===== src/rtl/shift_frame_reg.sv =====
// Universal shift register: hold / shift right / shift left / parallel load, with clock enable.
// A shift counter raises a one-cycle frame strobe once WIDTH bits have been shifted in.
module shift_frame_reg #(
  parameter int WIDTH = 4,
  parameter int CNT_W = 3
) (
  input  logic             clk,
  input  logic             clear,
  input  logic             en,
  input  logic [1:0]       mode,
  input  logic             sin,
  input  logic [WIDTH-1:0] pdata,
  output logic [WIDTH-1:0] q,
  output logic             sout,
  output logic [CNT_W-1:0] bit_cnt,
  output logic             frame_valid
);

  localparam logic [1:0] MODE_HOLD  = 2'b00;
  localparam logic [1:0] MODE_RIGHT = 2'b01;
  localparam logic [1:0] MODE_LEFT  = 2'b10;
  localparam logic [1:0] MODE_LOAD  = 2'b11;

  localparam logic [CNT_W-1:0] CNT_LAST = CNT_W'(WIDTH - 1);
  localparam logic [CNT_W-1:0] CNT_ONE  = CNT_W'(1);

  logic [WIDTH-1:0] q_q, q_d;
  logic [CNT_W-1:0] cnt_q, cnt_d;
  logic             fv_q, fv_d;
  logic             shift_edge;

  assign shift_edge = en && (mode == MODE_RIGHT || mode == MODE_LEFT);

  always_comb begin
    q_d   = q_q;
    cnt_d = cnt_q;
    fv_d  = 1'b0;
    if (en) begin
      case (mode)
        MODE_RIGHT: q_d = {sin, q_q[WIDTH-1:1]};
        MODE_LEFT:  q_d = {q_q[WIDTH-2:0], sin};
        MODE_LOAD: begin
          q_d   = pdata;
          cnt_d = '0;
        end
        default:    q_d = q_q;
      endcase
    end
    // The counter ignores direction: any mix of left and right shifts makes up a frame.
    if (shift_edge) begin
      if (cnt_q == CNT_LAST) begin
        cnt_d = '0;
        fv_d  = 1'b1;
      end else begin
        cnt_d = cnt_q + CNT_ONE;
      end
    end
  end

  always_ff @(posedge clk or negedge clear) begin
    if (!clear) begin
      q_q   <= '0;
      cnt_q <= '0;
      fv_q  <= 1'b0;
    end else begin
      q_q   <= q_d;
      cnt_q <= cnt_d;
      fv_q  <= fv_d;
    end
  end

  assign q           = q_q;
  assign bit_cnt     = cnt_q;
  assign frame_valid = fv_q;
  // sout is the bit the selected direction would push out next.
  assign sout        = (mode == MODE_LEFT) ? q_q[WIDTH-1] : q_q[0];

endmodule


===== config.mk =====
export PLATFORM = sky130hd
export DESIGN_NAME = shift_frame_reg
export DESIGN_NICKNAME = d
export VERILOG_FILES = /design/src/rtl/shift_frame_reg.sv
export SDC_FILE = /design/constraint.sdc
export NUM_CORES = 1
export LEC_CHECK = 0
export ABC_AREA = 1
export BUFFER_PORTS_ARGS = -buffer_cell sky130_fd_sc_hd__buf_2
export CORE_UTILIZATION = 30
export CTS_CLUSTER_DIAMETER = 80
export DETAILED_ROUTE_END_ITERATION = 12
export PLACE_DENSITY = 0.57
export SLEW_MARGIN = 5
export SYNTH_ARGS = -nofsm -noshare
export SYNTH_HDL_FRONTEND = slang
export SYNTH_SLANG_ARGS = --single-unit

===== constraint.sdc =====
create_clock -name clk -period 1.99 [get_ports clk]
set_input_delay 0 -clock clk [delete_from_list [all_inputs] [get_ports clk]]
set_output_delay 0 -clock clk [all_outputs]
set_load 0.01 [all_outputs]

==> reports/qor.txt <==
GRT Total Usage = 0.138
Final Skew = 2.42 ps
Post-synth top flop = dfrtp_1
sequential area share after synthesis = 0.386
first-pass GRT wire length = 1880 µm
total power = 0.526 mW
WP data required = 2120 ps
1st-pass router iterations = 8
diode count = 0
crit path launch type = flip-flop
core area = 1560 µm²
clk_lat worst skew = 250 ps
asr flop ratio synth = 1.00
final WL = 1070 µm
area leader, netlist = dfrtp_1
total CTS buffers = 3
Die Y = 43.6 µm
DPL Wire Length = 862 µm
Synth warnings = 0
vias in the first global route = 456
most frequent cell after synthesis = nand2_1
initial antenna violation count = 0
fmax = 1.04 GHz
final cycle utilization of the critical path = 0.481
root buffer cell = clkbuf_4
DRC = 3
vias post-DR = 501
Post-Synthesis Cells = 76
worst path cell trace = ha_1 > nand2_1 > o21ai_0
headroom to the max-slew limit = 0.807
setup bufs post-CTS = 0
Die Area = 1900 µm²
FILL cells = 170
RSZ-0062 raised after global routing = false
Max VDD drop = 0.423 mV
Mapped Area = 519 µm²
slowest cell on the critical path = dfrtp_1
starting density of the core = 0.333
Max Slew Vio Count = 0
failing checks = DRC
element type at the critical path end = flip-flop
WP data arrival = 1080 ps
I/O Buffers = 18
setup ws final = 1030 ps
status = finished, violations left
final period demand of the worst path = 958 ps
FP Rows = 14
Power Density = 795 nW/µm²
EDFF count, synth = 0
Die X-Extent = 43.6 µm
layout cells sized above 1 = 0.255
Synth cell types = 12
Min-Delay Path Class = input port to flip-flop
post-synth net total = 91
Hold Vio Cnt, Final = 0
maxcap violations = 0
Final #Nets = 115
Synth top area share = 0.386
synth top area cells = dfrtp_1 39%, nand2_1 31%, ha_1 12%
largest net degree at the start of global routing = 9
mean routed wirelength per cell = 9.42 µm
Final Setup Violations = 0
synth-to-layout area growth = 27.5%
#FFs+latches synth = 8
routability cong. = 0.874
# IOs = 19
post-route ant nets = 0
Worst Path Max Fanout = 3
DR iter-0 viols = 9
H-Tree Depth = 1
final core occ = 0.425
Sink Count = 8
grt ovf = 0
Clock transition at path regs = 50 ps
TritonCTS clock tree = done
DP Worst Slack = 1020 ps
worst-case clock buffer depth = 2
top post-synthesis cells by count = 43 x nand2_1, 11 x inv_1, 8 x dfrtp_1
post-DR vias/cell = 4.39
Least-Margin Pin Slew = 289 ps
slowest cell delay on critical path = 400 ps
Crit Path Class = flip-flop to flip-flop
Leak = 0.423 nW
syn_area_per_cell = 6.83 µm²
final setup TNS = 0 ps
R2R setup slack = 1030 ps
==> per-layer routing <==
layer  vias to the layer above  track usage  part of all wire
li1                        270            -                 -
met1                       213        0.170              0.45
met2                        18        0.215              0.45
met3                         0       0.0792             0.095
met4                         0       0.0188                 0
met5                         -            0                 0
==> final timing paths <==
kind,cells past startpoint,endpoint,start
worst max-delay path,3,bit_cnt[1],bit_cnt[0]
worst min-delay path,3,frame_valid,en
worst max register to register,3,bit_cnt[1],bit_cnt[0]
worst min register to register,2,bit_cnt[2],bit_cnt[2]
max in group asynchronous,2,q[0],clear
min in group asynchronous,2,bit_cnt[1],clear
==> per-stage QoR <==
stage	cell area (µm²)	std cells	hold slack, ps
5_1_grt	662	114	41.3
3_5_place_dp	629	110	-150
3_3_place_gp	629	110	-149
4_1_cts	662	114	50.5
6_report	662	114	56.7
2_1_floorplan	519	76	-296
==> power breakdown <==
part	switching (mW)	total, mW	internal (mW)
Sequential	0.0309	0.228	0.197
Clock	0.0538	0.123	0.0689
Combinational	0.101	0.175	0.0747
Total	0.185	0.526	0.341
==> worst max-delay path: cells and delay by family, from the launching register on <==
family          cells  cell delay, ps
simple gates        1              60
compound gates      1              80
fa+ha+maj           1             300
flops               1             400
==> cells in the final DEF, fill, tap and decap left out <==
master / instances
o21ai_0: 2
buf_2: 18
dfrtp_1: 8
nand2_1: 43
clkbuf_4: 3
a21oi_2: 1
nor2_2: 1
ha_1: 5
inv_2: 1
nor2_1: 1
nand3_1: 1
dlygate4sd3_1: 1
inv_1: 11
a21oi_1: 1
nor2_4: 1
==> area by class of cell <==
cell class              instances  area [µm²]  area share
multi-input cells              56         274       0.414
flip-flops and latches          8         200       0.302
repair buffers                 19         100       0.151
inverters                      12        45.0      0.0681
clock buffers                   3        22.5      0.0340
well taps                      16        20.0      0.0302
==> kinds of logic after synthesis <==
family	after synthesis	share of synthesized area
AND/OR/NAND/NOR	47	0.361
buffers and inverters	12	0.0867
flip-flops	8	0.386
adder cells (fa/ha/maj)	5	0.120
AO/OA/AOI/OAI	4	0.0458
==> sequential cells by signal, indices dropped and copies added (netlist names) <==
signal       count
frame_valid      1
q                4
bit_cnt          3
==> repair_timing <==
| action | CTS | global route |
|---|---|---|
| hold buffers | 1 | 0 |
| endpoints found under the hold margin | 8 | 0 |
| resized for setup | 0 | 0 |
Note: power is estimated with default switching activity, not from simulation.
